File: src/rtl/mul_div_unit_pkg.sv
// mul_div_unit_pkg
//   Shared types for the iterative multiply/divide unit: the operation
//   encoding issued by the control unit, the FSM state encoding, and small
//   helpers that decode an operation into its divide/signed attributes.
package mul_div_unit_pkg;

    typedef enum logic [1:0] {
        MD_MULT  = 2'b00,
        MD_MULTU = 2'b01,
        MD_DIV   = 2'b10,
        MD_DIVU  = 2'b11
    } md_op_t;

    typedef enum logic [1:0] {
        MD_IDLE,
        MD_CALC,
        MD_FINISH
    } md_state_t;

    function automatic logic op_is_div(md_op_t op);
        return op[1];
    endfunction

    function automatic logic op_is_signed(md_op_t op);
        return ~op[0];
    endfunction

endpackage

File: src/rtl/mul_div_unit_if.sv
// mul_div_unit_if
//   Request/result bundle between the control unit (master) and the
//   multiply/divide unit (slave).
//   start/op/a/b : request, sampled with start while the unit is idle
//   busy/done    : operation in flight / one-cycle result pulse
//   hi/lo        : architectural HI/LO registers
//   div_by_zero  : only when MUL_DIV_DIVZERO_EN is defined
interface mul_div_unit_if #(
    parameter int WIDTH = 32
);
    import mul_div_unit_pkg::*;

    logic             start;
    md_op_t           op;
    logic [WIDTH-1:0] a;
    logic [WIDTH-1:0] b;
    logic             busy;
    logic             done;
    logic [WIDTH-1:0] hi;
    logic [WIDTH-1:0] lo;
`ifdef MUL_DIV_DIVZERO_EN
    logic             div_by_zero;

    modport master (output start, op, a, b, input busy, done, hi, lo, div_by_zero);
    modport slave  (input start, op, a, b, output busy, done, hi, lo, div_by_zero);
`else
    modport master (output start, op, a, b, input busy, done, hi, lo);
    modport slave  (input start, op, a, b, output busy, done, hi, lo);
`endif
endinterface

File: src/rtl/mul_div_unit_sign_fix.sv
// md_sign_fix
//   Combinational conditional negation of a pair of W-bit values.
//   Used on entry to take absolute values of the operands and on exit to
//   restore the sign of the result.
//   hi_i/lo_i          : input pair
//   join_i             : 1 = treat {hi_i,lo_i} as one 2W-bit value negated by neg_lo_i
//                        0 = negate each half independently
//   neg_hi_i/neg_lo_i  : per-half negate requests
//   hi_o/lo_o          : result pair
module md_sign_fix #(
    parameter int W = 32
) (
    input  logic [W-1:0] hi_i,
    input  logic [W-1:0] lo_i,
    input  logic         join_i,
    input  logic         neg_hi_i,
    input  logic         neg_lo_i,
    output logic [W-1:0] hi_o,
    output logic [W-1:0] lo_o
);
    logic [2*W-1:0] pair_neg;

    // NOTE: combinational logic uses blocking assignments so later
    // statements see the values computed earlier in the same block.
    always_comb begin
        pair_neg = -{hi_i, lo_i};
        if (join_i) begin
            {hi_o, lo_o} = neg_lo_i ? pair_neg : {hi_i, lo_i};
        end else begin
            hi_o = neg_hi_i ? -hi_i : hi_i;
            lo_o = neg_lo_i ? -lo_i : lo_i;
        end
    end
endmodule

File: src/rtl/mul_div_unit.sv
// mul_div_unit
//   Iterative MULT/MULTU/DIV/DIVU unit holding the architectural HI/LO
//   registers. One result bit per cycle: radix-2 shift-add multiply and
//   restoring divide on magnitudes, with the sign restored in FINISH.
//   clk  : rising-edge clock
//   rst  : synchronous active-high reset
//   md   : mul_div_unit_if.slave (start/op/a/b in, busy/done/hi/lo out)
//   Optional build macro MUL_DIV_DIVZERO_EN: divide by zero skips CALC,
//   leaves HI/LO untouched and raises div_by_zero with done.
module mul_div_unit
    import mul_div_unit_pkg::*;
#(
    parameter int WIDTH = 32,
    parameter int CNT_W = $clog2(WIDTH) + 1
) (
    input  logic             clk,
    input  logic             rst,
    mul_div_unit_if.slave    md
);
    md_state_t          state_q, state_d;
    md_op_t             op_q;
    logic [2*WIDTH-1:0] acc_q;      // {HI-half, LO-half} working register
    logic [WIDTH-1:0]   opnd_q;     // multiplicand or divisor magnitude
    logic [CNT_W-1:0]   cnt_q;
    logic               neg_hi_q, neg_lo_q;
    logic [WIDTH-1:0]   hi_q, lo_q;
    logic               skip_write;

    logic               a_neg, b_neg, b_zero;
    logic [WIDTH-1:0]   a_abs, b_abs, res_hi, res_lo;
    logic [WIDTH:0]     mul_sum;
    logic               div_ge;
    logic [WIDTH-1:0]   div_rem;
    logic [2*WIDTH-1:0] step_next;

    assign a_neg  = op_is_signed(md.op) & md.a[WIDTH-1];
    assign b_neg  = op_is_signed(md.op) & md.b[WIDTH-1];
    assign b_zero = (md.b == '0);

    md_sign_fix #(.W(WIDTH)) u_abs (
        .hi_i(md.a), .lo_i(md.b), .join_i(1'b0),
        .neg_hi_i(a_neg), .neg_lo_i(b_neg),
        .hi_o(a_abs), .lo_o(b_abs)
    );

    // Multiply negates the full product; divide fixes quotient and remainder separately.
    md_sign_fix #(.W(WIDTH)) u_fix (
        .hi_i(acc_q[2*WIDTH-1:WIDTH]), .lo_i(acc_q[WIDTH-1:0]),
        .join_i(~op_is_div(op_q)),
        .neg_hi_i(neg_hi_q), .neg_lo_i(neg_lo_q),
        .hi_o(res_hi), .lo_o(res_lo)
    );

`ifdef MUL_DIV_DIVZERO_EN
    logic dbz_q;
    assign skip_write = dbz_q;
`else
    assign skip_write = 1'b0;
`endif

    // One iteration. Multiply: add multiplicand to the upper half when the
    // current multiplier bit is set, then shift right. Divide: shift the
    // partial remainder left, subtract the divisor if it fits and shift the
    // quotient bit into the bottom. The difference always fits WIDTH bits
    // when div_ge holds, since the shifted remainder is below 2*divisor.
    always_comb begin
        mul_sum = {1'b0, acc_q[2*WIDTH-1:WIDTH]} + (acc_q[0] ? {1'b0, opnd_q} : '0);
        div_ge  = (acc_q[2*WIDTH-1:WIDTH-1] >= {1'b0, opnd_q});
        div_rem = acc_q[2*WIDTH-2:WIDTH-1] - opnd_q;
        if (op_is_div(op_q)) begin
            step_next = div_ge ? {div_rem, acc_q[WIDTH-2:0], 1'b1}
                               : {acc_q[2*WIDTH-2:0], 1'b0};
        end else begin
            step_next = {mul_sum, acc_q[WIDTH-1:1]};
        end
    end

    // NOTE: clocked state is updated with non-blocking assignments so every
    // register samples the pre-edge values of the others.
    always_ff @(posedge clk) begin
        if (rst) state_q <= MD_IDLE;
        else     state_q <= state_d;
    end

    // NOTE: the default assignment first keeps every path driven, so no
    // latch is inferred when a case arm leaves state_d untouched.
    always_comb begin
        state_d = state_q;
        case (state_q)
            MD_IDLE: begin
                if (md.start) begin
`ifdef MUL_DIV_DIVZERO_EN
                    if (op_is_div(md.op) && b_zero) state_d = MD_FINISH;
                    else                            state_d = MD_CALC;
`else
                    state_d = MD_CALC;
`endif
                end
            end
            MD_CALC:   if (cnt_q == '0) state_d = MD_FINISH;
            MD_FINISH: state_d = MD_IDLE;
            default:   state_d = MD_IDLE;
        endcase
    end

    always_comb begin
        md.busy = (state_q != MD_IDLE);
        md.done = (state_q == MD_FINISH);
        md.hi   = (md.done && !skip_write) ? res_hi : hi_q;
        md.lo   = (md.done && !skip_write) ? res_lo : lo_q;
`ifdef MUL_DIV_DIVZERO_EN
        md.div_by_zero = md.done && dbz_q;
`endif
    end

    always_ff @(posedge clk) begin
        if (rst) begin
            op_q     <= MD_MULT;
            acc_q    <= '0;
            opnd_q   <= '0;
            cnt_q    <= '0;
            neg_hi_q <= 1'b0;
            neg_lo_q <= 1'b0;
            hi_q     <= '0;
            lo_q     <= '0;
`ifdef MUL_DIV_DIVZERO_EN
            dbz_q    <= 1'b0;
`endif
        end else begin
            case (state_q)
                MD_IDLE: begin
                    if (md.start) begin
                        op_q  <= md.op;
                        cnt_q <= CNT_W'(WIDTH - 1);
                        if (op_is_div(md.op)) begin
                            acc_q    <= {{WIDTH{1'b0}}, a_abs};
                            opnd_q   <= b_abs;
                            neg_lo_q <= a_neg ^ b_neg;
                            neg_hi_q <= a_neg;          // remainder follows dividend
                        end else begin
                            acc_q    <= {{WIDTH{1'b0}}, b_abs};
                            opnd_q   <= a_abs;
                            neg_lo_q <= a_neg ^ b_neg;
                            neg_hi_q <= a_neg ^ b_neg;
                        end
`ifdef MUL_DIV_DIVZERO_EN
                        dbz_q <= op_is_div(md.op) && b_zero;
`endif
                    end
                end
                MD_CALC: begin
                    acc_q <= step_next;
                    if (cnt_q != '0) cnt_q <= cnt_q - 1'b1;
                end
                MD_FINISH: begin
                    if (!skip_write) begin
                        hi_q <= res_hi;
                        lo_q <= res_lo;
                    end
                end
                default: ;
            endcase
        end
    end
endmodule

File: src/flat_wrapper.sv
// flat-port wrapper written by rule: the top's interface ports become plain ports
module mul_div_unit_flat import mul_div_unit_pkg::*;
#(
    parameter int WIDTH = 32,
    parameter int CNT_W = $clog2(WIDTH) + 1
)
  (clk, rst, md_start, md_op, md_a, md_b, md_busy, md_done, md_hi, md_lo);
  mul_div_unit_if #(.WIDTH(WIDTH)) md_i ();
  input  logic clk;
  input  logic rst;
  input wire logic [$bits(md_i.start)-1:0] md_start;
  input wire logic [$bits(md_i.op)-1:0] md_op;
  input wire logic [$bits(md_i.a)-1:0] md_a;
  input wire logic [$bits(md_i.b)-1:0] md_b;
  output wire logic [$bits(md_i.busy)-1:0] md_busy;
  output wire logic [$bits(md_i.done)-1:0] md_done;
  output wire logic [$bits(md_i.hi)-1:0] md_hi;
  output wire logic [$bits(md_i.lo)-1:0] md_lo;
  assign md_i.start = md_start;
  assign md_i.op = md_op;
  assign md_i.a = md_a;
  assign md_i.b = md_b;
  assign md_busy = md_i.busy;
  assign md_done = md_i.done;
  assign md_hi = md_i.hi;
  assign md_lo = md_i.lo;
  mul_div_unit #(.WIDTH(WIDTH), .CNT_W(CNT_W)) u_core (.clk(clk), .rst(rst), .md(md_i));
endmodule
File: config.mk
export PLATFORM = sky130hd
export DESIGN_NAME = mul_div_unit_flat
export DESIGN_NICKNAME = d
export VERILOG_FILES = /design/src/rtl/mul_div_unit_pkg.sv /design/src/rtl/mul_div_unit_if.sv /design/src/rtl/mul_div_unit_sign_fix.sv /design/src/rtl/mul_div_unit.sv /design/src/flat_wrapper.sv
export SDC_FILE = /design/constraint.sdc
export NUM_CORES = 1
export LEC_CHECK = 0
export ABC_AREA = 1
export BUFFER_PORTS_ARGS = -buffer_cell sky130_fd_sc_hd__buf_2
export CAP_MARGIN = 25
export CORE_UTILIZATION = 40
export DETAILED_ROUTE_END_ITERATION = 10
export HOLD_SLACK_MARGIN = 0.06
export PLACE_DENSITY_LB_ADDON = 0.1
export RECOVER_POWER = 50
export SKIP_LAST_GASP = 1
export SLEW_MARGIN = 10
export SYNTH_ARGS = -nofsm -noshare
export SYNTH_HDL_FRONTEND = slang
export SYNTH_HIERARCHICAL = 1
export SYNTH_SLANG_ARGS = --single-unit
File: constraint.sdc
create_clock -name clk -period 7.7 [get_ports clk]
set_clock_uncertainty 0.05 [all_clocks]
set_input_delay 0 -clock clk [delete_from_list [all_inputs] [get_ports clk]]
set_output_delay 0 -clock clk [all_outputs]
set_load 0.02 [all_outputs]
* Yosys cells after proc, flatten, opt, wreduce, memory -nomap -nowiden
Index checks and enable logic that the tools add are counted.
W data, S select, Z words.
** Word-level totals
- Output and inout port bits :: 66
- Register bits :: 172
- Input bits :: 69
** Operators by class
- Add/sub/neg operators :: 8
- Order comparisons :: 1
- Equality and inequality tests :: 5
- Bitwise operators :: 4
- Mux-type cells :: 23
- Reduce and logical (&&, ||, !) cells :: 9
** Operator list (count)
- $mux W32 :: 11
- $mux W64 :: 4
- $neg A32 Y32 :: 4
- $pmux W64 S2 :: 1
- $neg A64 Y64 :: 1
- $add A32 B33 Y33 :: 1
- $ge A33 B32 Y1 :: 1
- $sub A32 B32 Y32 :: 1
- $mux W6 :: 2
- $pmux W6 S2 :: 1
- $logic_not A6 Y1 :: 1
- $reduce_and A2 Y1 :: 3
- $reduce_bool A6 Y1 :: 1
- $sub A6 B1 Y6 const B :: 1
- $mux W2 :: 2
- $ne A2 B1 Y1 const B :: 2
- $pmux W2 S2 :: 1
- $reduce_bool A2 Y1 :: 2
- $reduce_and A3 Y1 :: 1
- $and A1 B1 Y1 :: 2
- $eq A2 B1 Y1 const B :: 1
- $eq A2 B2 Y1 const B :: 1
- $logic_not A2 Y1 :: 1
- $ne A2 B2 Y1 const B :: 1
- other kinds (3) :: 3

* Longest topological paths before layout
Gate-level depths: netlist of the first run.
- Word-level depth :: 6
- Depth in mapped cells :: 20
- Depth with buffers taken out :: 18

* Cells and area by module
Netlist of the first run, hierarchy kept.
** Modules (own cells, without submodules)
- mul_div_unit :: area each 13182.6 sq um, instances 1, cells each 2209
- md_sign_fix (u_core.u_abs) :: area each 2404.8 sq um, instances 1, cells each 510
- md_sign_fix (u_core.u_fix) :: area each 2386.0 sq um, instances 1, cells each 505

* Worst setup path before layout of the first run
No wires, ideal clock.
- Path kind :: flip-flop to flip-flop
- Start point :: reg u_core.acc_q[0]
- End point :: reg u_core.acc_q[53]
- Path buffers :: 2
- Period minus slack after synthesis :: 2.681 ns
- Stages on the path, launching flop included :: 20
- Arrival time :: 2.498 ns
- Data required time :: 7.518 ns
- Path slack :: 5.019 ns
- Path through :: dfxtp_1 > clkbuf_1 > clkbuf_1 > nand2_1 > inv_1 > ha_1 > inv_1 > fa_1 > o21ai_1 > nand2_1 > nand2_1 > nand2_1 > nand2_1 > nand2_1 > nand3_1 > nand3_1 > nand2_1 > inv_1 > nand2_1 > a21oi_1
** Between the ends
- Longest elaborated chain between the ends :: 4
** RTL lines
- start, declared :: RTL line mul_div_unit.sv:22 : logic [2*WIDTH-1:0] acc_q;
- start signal, assigned :: RTL line mul_div_unit.sv:136 : acc_q <= {{WIDTH{1'b0}}, a_abs};
- start signal, assigned :: RTL line mul_div_unit.sv:141 : acc_q <= {{WIDTH{1'b0}}, b_abs};
- start signal, assigned :: RTL line mul_div_unit.sv:152 : acc_q <= step_next;
- $mux W32 :: RTL line mul_div_unit.sv:67 : mul_sum = {1'b0, acc_q[2*WIDTH-1:WIDTH]} + (acc_q[0] ? {1'b0, opnd_q} : '0);
- $add A32 B33 Y33 :: RTL line mul_div_unit.sv:67
- $mux W64 :: RTL line mul_div_unit.sv:70 : if (op_is_div(op_q)) begin
- $pmux W64 S2 :: RTL line mul_div_unit.sv:130 : case (state_q)
No other way between the ends.
A chain may end at the register's enable or synchronous reset.

* Final worst setup path of the first run
- Start point :: reg u_core.state_q[1]
- End point :: out md_lo[0]
** Between the ends
- Longest elaborated chain between the ends :: 2
** RTL lines
- start, declared :: RTL line mul_div_unit.sv:20 : md_state_t state_q, state_d;
- start signal, assigned :: RTL line mul_div_unit.sv:82 : else state_q <= state_d;
- $eq A2 B2 Y1 :: RTL line mul_div_unit.sv:108 : md.done = (state_q == MD_FINISH);
- $mux W32
- end, declared :: RTL line flat_wrapper.sv:18 : output wire logic [$bits(md_i.lo)-1:0] md_lo;
No other way between the ends.

==> results of run 1 <==
[area by class of cell]
cell class	instances	area share, %
multi-input cells	2465	60.5
clock buffers	20	2.20
well taps	592	3.65
repair buffers	220	7.15
clock inverters	11	0.789
inverters	478	8.84
flip-flops and latches	171	16.9
[power by group through the flow]
stage / clock network, mW / registers (mW) / logic, mW
2_1_floorplan: 0 / 1.03 / 1.06
3_3_place_gp: 0 / 1.10 / 1.49
3_5_place_dp: 0 / 1.10 / 1.49
4_1_cts: 0.950 / 1.08 / 1.53
5_1_grt: 0.983 / 1.09 / 1.73
6_report: 0.928 / 1.08 / 1.56
[what timing repair did]
action,in CTS,in global routing
setup buffers,0,0
hold buffers,61,0
endpoints found under the hold margin,85,0
[logic make-up (layout without fill, tap and decap cells)]
logic type                 after synthesis  in the layout  share of synthesized area (%)
DFF                                    171            171                           19.0
buffers and inverters                  591            729                           12.8
adders and majority gates               72             72                           5.10
xor gates and xnor gates                81             81                           4.03
and+or+nand+nor                       1785           1785                           42.9
AOI/OAI and AO/OA                      523            523                           16.2
other                                    1              4                         0.0209
[flip-flops by register name (all words and copies together) (netlist names)]
| name | count |
|---|---|
| u_core/hi_q | 32 |
| u_core/cnt_q | 6 |
| u_core/neg_hi_q | 1 |
| u_core/lo_q | 32 |
| u_core/opnd_q | 32 |
| u_core/neg_lo_q | 1 |
| u_core/state_q | 2 |
| u_core/acc_q | 64 |
| u_core/op_q | 1 |
[per-stage QoR]
| stage | total power, mW | hold slack (ns) | utilization (%) | cell area [um^2] |
|---|---|---|---|---|
| after floorplan | 2.09 | 0.180 | - | 18000 |
| after global placement | 2.59 | 0.318 | 43.1 | 19100 |
| after detailed placement | 2.59 | 0.325 | 43.2 | 19100 |
| after CTS | 3.56 | 0.0684 | 46.0 | 20300 |
| after global routing | 3.80 | 0.0937 | 45.9 | 20300 |
| final | 3.57 | 0.0975 | 45.9 | 20300 |
[synth_stat cells, types with 17 or more instances]
| master | instances | area (um^2) |
|---|---|---|
| nor2_1 | 425 | 1600 |
| a31oi_1 | 37 | 231 |
| o22ai_1 | 30 | 188 |
| inv_1 | 455 | 1710 |
| nor2_2 | 20 | 125 |
| nand3_1 | 236 | 1180 |
| nand2_1 | 890 | 3340 |
| ha_1 | 70 | 876 |
| or2_2 | 53 | 332 |
| dfxtp_1 | 171 | 3420 |
| inv_2 | 22 | 82.6 |
| or2_0 | 17 | 106 |
| nor3_1 | 23 | 115 |
| o21a_1 | 32 | 240 |
| xor2_1 | 54 | 473 |
| o21ai_0 | 263 | 1320 |
| clkbuf_1 | 85 | 319 |
| nand4_1 | 62 | 388 |
| xnor2_1 | 25 | 219 |
| a21oi_1 | 120 | 601 |
[routing by layer]
layer	vias to the layer above	part of all wire [%]
met5	-	0
li1	10500	-
met2	707	46
met1	9895	44
met3	154	4.9
met4	0	4.8
[worst max-delay path: stages, from the launching register on]
cell      delay [ns]
dfxtp_1         0.34
inv_1           0.09
nor2_4          0.08
clkbuf_1        1.64
clkinv_1        0.22
clkbuf_1        0.96
o21ai_0         0.78
inv_1           0.09
clkbuf_1        0.18
[worst paths after layout]
| check | startpoint | endpoint | slack (ns) | cells after the start |
|---|---|---|---|---|
| worst min register to register | u_core/cnt_q[5] | u_core/cnt_q[5] | 0.44 | 2 |
| worst max register to register | u_core/state_q[1] | u_core/lo_q[0] | 3.15 | 7 |
| worst max-delay path | u_core/state_q[1] | md_lo[0] | 2.73 | 8 |
| worst min-delay path | md_a[18] | u_core/opnd_q[18] | 0.1 | 6 |
==> metrics.md, run 1 <==
| Metric | Value |
|---|---|
| Status | `finished with violations` |
| Violated checks | `max-capacitance violations, max-slew violations` |
| Internal | `about 2 mW` |
| Fin. max-slew vios | `between 300 and 400` |
| Cells after Synth | `between 3,000 and 4,000` |
| Switching power | `between 1.5 and 2 mW` |
| Clock latency on the worst-skew pair | `~0.46 ns` |
| Vias in the first global route | `between 15,000 and 20,000` |
| Gpl congestion | `0.986` |
| Met2 usage | `about 55%` |
| Register area share after synthesis | `19.0%` |
| Layout cells sized above 1 | `just over 9%` |
| Syn Area/Cell | `5.57 um^2` |
| Post-CTS Resized | `0` |
| N_diodes | `0` |
| EDFF count, synth | `0` |
| Maximum clock rate | `~200 MHz` |
| GRT Total Usage | `approximately a third` |
| Routed WL | `76.9 mm` |
| First-pass GRT wire length | `~120 mm` |
| Layout filler cell count | `between 4,000 and 5,000` |
| Crit path arrival time | `a little under 5 ns` |
| Met3 usage | `between 3 and 4%` |
| Synth warn | `6` |
| Longest Clk Path Bufs | `2` |
| Worst IR drop on VDD | `approximately 0.00015 V` |
| Clock root buffer | `clkbuf_16` |
| Met1 usage | `between 40% and 50%` |
| Io pins | `approximately 140` |
| Final Worst Setup Slack | `2.73 ns` |
| WS Path Type | `flip-flop to output port` |
| Synth Cell Area | `~18,000 um^2` |
| Clock share of power | `26.0%` |
| CTS sink count | `around 170` |
| Critical Path End Type | `output port` |
| Number of vias in the routed layout | `between 20,000 and 25,000` |
| Sw Ratio | `approximately 45%` |
| Clk pin slew, worst setup/hold paths | `approximately 0.07 ns` |
| Number of CTS-inserted buffers | `17` |
| Final setup viols | `0` |
| Final Critical Period | `a little under 5 ns` |
| Multi-input gate area | `~12,000 um^2` |
| Yosys reg bits | `~170` |
| Die Wd | `between 200 and 250 um` |
| Max-cap violations | `5` |
| Combinational power share | `a little over two fifths` |
| Largest net degree at the start of global routing | `72` |
| Cell area power density | `~180 nW/um^2` |
| Area enclosed by the die boundary | `~46,000 um^2` |
| Commonest non-fill, non-tap cell in the layout | `nand2_1` |
| Register area | `~3400 um^2` |
| Layout area overhead | `12.9%` |
| Sequential cell fraction of total power | `between 30 and 40%` |
| Hold Fails Final Rpt | `0` |
| Number of iterations in the first detailed-routing pass | `6` |
| DR WL/cell | `19.4 um` |
| CP startpoint kind | `flip-flop` |
| Global route hottest layer | `met2` |
| Chip Height | `between 200 and 250 um` |
| Worst slack, placed | `~4.3 ns` |
| Most frequent cells in the layout | `nand2_1, inv_1, nor2_1` |
| Unrepaired setup endpoints after global routing | `no` |
| TNS Setup | `0 ns` |
| Commonest register cell after synthesis | `dfxtp_1` |
| WP data required | `7.65 ns` |
| Slew HR | `-99.9%` |
| Core area | `approximately 44,000 um^2` |
| Remaining DRCs | `0` |
| Overflow after GRT | `0` |
| Distinct cells, synth | `roughly 60` |
| Post-synth ARST share | `0%` |
| Initial drt markers | `approximately 2,100` |
| CTS tree | `built` |
| Detailed placement HPWL | `about 61 mm` |
| Site Rows | `77` |
| Hold Path Class | `primary input to flip-flop` |
| Placed cells | `3,864` |
| H-Tree Depth | `4` |
| Tcrit/Tclk final | `around 65%` |
| Vias per cell | `5.37` |
| Final ANT Viol Nets | `0` |
| Post-route non-filler standard cell count | `about 4,000` |
| Layout Nets | `approximately 3,500` |
| Worst Tran Pin Value | `3.00 ns` |
| Initial Utilization | `between 40% and 50%` |
| CP Max Fanout | `66` |
| P_leak | `around 11 nW` |
| Antenna violations before repair | `1` |
| Port Buf Inserts | `~130` |
(Power assumes the default switching activity.)
==> run 2, diff against run 1 <==
==> constraint.sdc (replaced) <==
create_clock -name clk -period 5.14 [get_ports clk]
set_clock_uncertainty 0.05 [all_clocks]
set_input_delay 0 -clock clk [delete_from_list [all_inputs] [get_ports clk]]
set_output_delay 0 -clock clk [all_outputs]
set_load 0.02 [all_outputs]
==> metrics.md, run 2 (synthesis gave the netlist of run 1 again) <==
| Metric | Value |
|---|---|
| Tcrit/Tclk final | `between 70 and 80%` |
| Antenna violations before repair | `0` |
| Number of vias in the routed layout | `roughly 21,000` |
| Hold Path Class | `primary input to flip-flop` |
| Switching power | `2.48 mW` |
| Io pins | `about 140` |
| Layout filler cell count | `slightly below 5,000` |
| Status | `finished with violations` |
| Crit path arrival time | `about 4.4 ns` |
| TNS Setup | `0 ns` |
| Final setup viols | `0` |
| GRT Total Usage | `between 30% and 40%` |
| Cell area power density | `about 270 nW/um^2` |
| Clock root buffer | `clkbuf_16` |
| Commonest non-fill, non-tap cell in the layout | `nand2_1` |
| Area enclosed by the die boundary | `around 46,000 um^2` |
| Max Used Layer | `met4` |
| Site Rows | `between 70 and 80` |
| Most frequent cells in the layout | `nand2_1, inv_1, nor2_1` |
| Hold Fails Final Rpt | `0` |
| Worst r2r src | `u_core/state_q[1]` |
| Routed WL | `around 75 mm` |
| Worst Tran Pin Value | `between 3 and 4 ns` |
| Gpl congestion | `about 1.0` |
| Clk pin slew, worst setup/hold paths | `0.09 ns` |
| Clock share of power | `between 20% and 30%` |
| Initial drt markers | `around 2,000` |
| First-pass GRT wire length | `around 110 mm` |
| Sw Ratio | `a little under half` |
| H-Tree Depth | `4` |
| Combinational power share | `43.0%` |
| Detailed placement HPWL | `59.9 mm` |
| Initial Utilization | `a little over 40%` |
| Die Wd | `approximately 210 um` |
| Max reg flops | `64` |
| Largest net degree at the start of global routing | `71` |
| Hold Startpoint | `md_a[10]` |
| Unrepaired setup endpoints after global routing | `no` |
| Worst slack, placed | `~1.9 ns` |
| WP data required | `approximately 5.5 ns` |
| WS Path Type | `flip-flop to flip-flop` |
| Sequential cell fraction of total power | `30.5%` |
| Internal | `2.87 mW` |
| Port Buf Inserts | `~130` |
| Remaining DRCs | `0` |
| Maximum clock rate | `roughly 250 MHz` |
| Final Critical Period | `about 4 ns` |
| Layout Nets | `about 3,500` |
| Chip Height | `~210 um` |
| Critical Path Source | `u_core/state_q[1]` |
| Total power | `5.35 mW` |
| Slew HR | `-119%` |
| Final Worst Setup Slack | `1.12 ns` |
| P_leak | `10.9 nW` |
| Overflow after GRT | `0` |
| Layout area overhead | `12.4%` |
| Violated checks | `max-capacitance violations, max-slew violations` |
| Vias in the first global route | `between 20,000 and 25,000` |
| Wire length on met2 | `around 35 mm` |
| Number of iterations in the first detailed-routing pass | `6` |
| Critical Path End Type | `flip-flop` |
| N_diodes | `0` |
| Met1 WL | `32.4 mm` |
| WL met3 | `roughly 4.6 mm` |
| CP startpoint kind | `flip-flop` |
| DR WL/cell | `around 19 um` |
| CTS sink count | `between 150 and 200` |
| CP Max Fanout | `66` |
| Number of CTS-inserted buffers | `17` |
| CTS tree | `built` |
| Worst IR drop on VDD | `0.000212 V` |
| Clock latency on the worst-skew pair | `~0.47 ns` |
| Fin. max-slew vios | `199` |
| Final ANT Viol Nets | `0` |
| Core area | `between 40,000 and 50,000 um^2` |
| Vias per cell | `~5.4` |
| Reg with most FFs | `u_core/acc_q` |
| Max-cap violations | `3` |
| Longest Clk Path Bufs | `2` |
| Layout cells sized above 1 | `8.80%` |
run 2: cell types whose count changed in the layout (fill, tap and decap cells not counted), moves of 3 or more:
| cell | previous run | this run |
|---|---|---|
| buf_2 | 106 | 103 |
| clkinv_8 | 0 | 4 |
| buf_4 | 19 | 13 |
| dlygate4sd3_1 | 61 | 58 |
run 2: stage by stage:
step                instance area [um^2]  utilization (%)  hold slack [ns]  instances
floorplan                          18000                -            0.180       3227
global placement                   19000             43.0            0.294       3854
detailed placement                 19000             43.0            0.300       3854
CTS                                20200             45.7           0.0619       3944
global route                       20200             45.7           0.0806       3946
finish                             20200             45.7           0.0762       3946
run 2: layout make-up:
type	instances	area, um^2	area share (%)
Timing Repair Buffer	208	1350	6.66
Inverter	478	1790	8.88
Clock inverter	15	205	1.02
Sequential cell	171	3420	17.0
Multi-Input combinational cell	2465	12300	60.7
Tap cell	592	741	3.67
Clock buffer	17	425	2.11
run 2: critical path, stage by stage (launching register included):
cell and delay, ns:
dfxtp_1 0.32, nor2_1 0.22, nand2_1 0.26, inv_1 0.21, clkbuf_1 1.78, o21ai_0 0.23
a31oi_1 0.27, dlygate4sd3_1 0.60
run 2: per-layer routing:
| layer | GRT usage [%] | vias to the layer above |
|---|---|---|
| met5 | 0 | - |
| li1 | - | 10500 |
| met3 | 4.22 | 157 |
| met2 | 53.5 | 786 |
| met1 | 41.2 | 9898 |
| met4 | 15.6 | 0 |
run 2: final timing paths:
| path | cells past startpoint | slack, ns | end |
|---|---|---|---|
| hold reg to reg | 2 | 0.43 | u_core/cnt_q[5] |
| setup reg to reg | 7 | 1.12 | u_core/opnd_q[6] |
| setup / recovery | 7 | 1.12 | u_core/opnd_q[6] |
| hold / removal | 5 | 0.08 | u_core/opnd_q[10] |
run 2: repair_timing:
| item | 4_1_cts | 5_1_grt |
|---|---|---|
| buffers inserted | 0 | 0 |
| setup endpoints to repair | 0 | 0 |
| gates resized for setup | 0 | 0 |
| hold buffers | 58 | 0 |
| hold endpoints to repair | 78 | 0 |
run 2: power groups by stage:
stage                     registers [mW]  logic [mW]  clock network (mW)
final                               1.63        2.30                1.42
after global routing                1.64        2.54                1.50
after CTS                           1.63        2.26                1.45
after detailed placement            1.66        2.20                   0
after global placement              1.66        2.20                   0
after floorplan                     1.55        1.59                   0
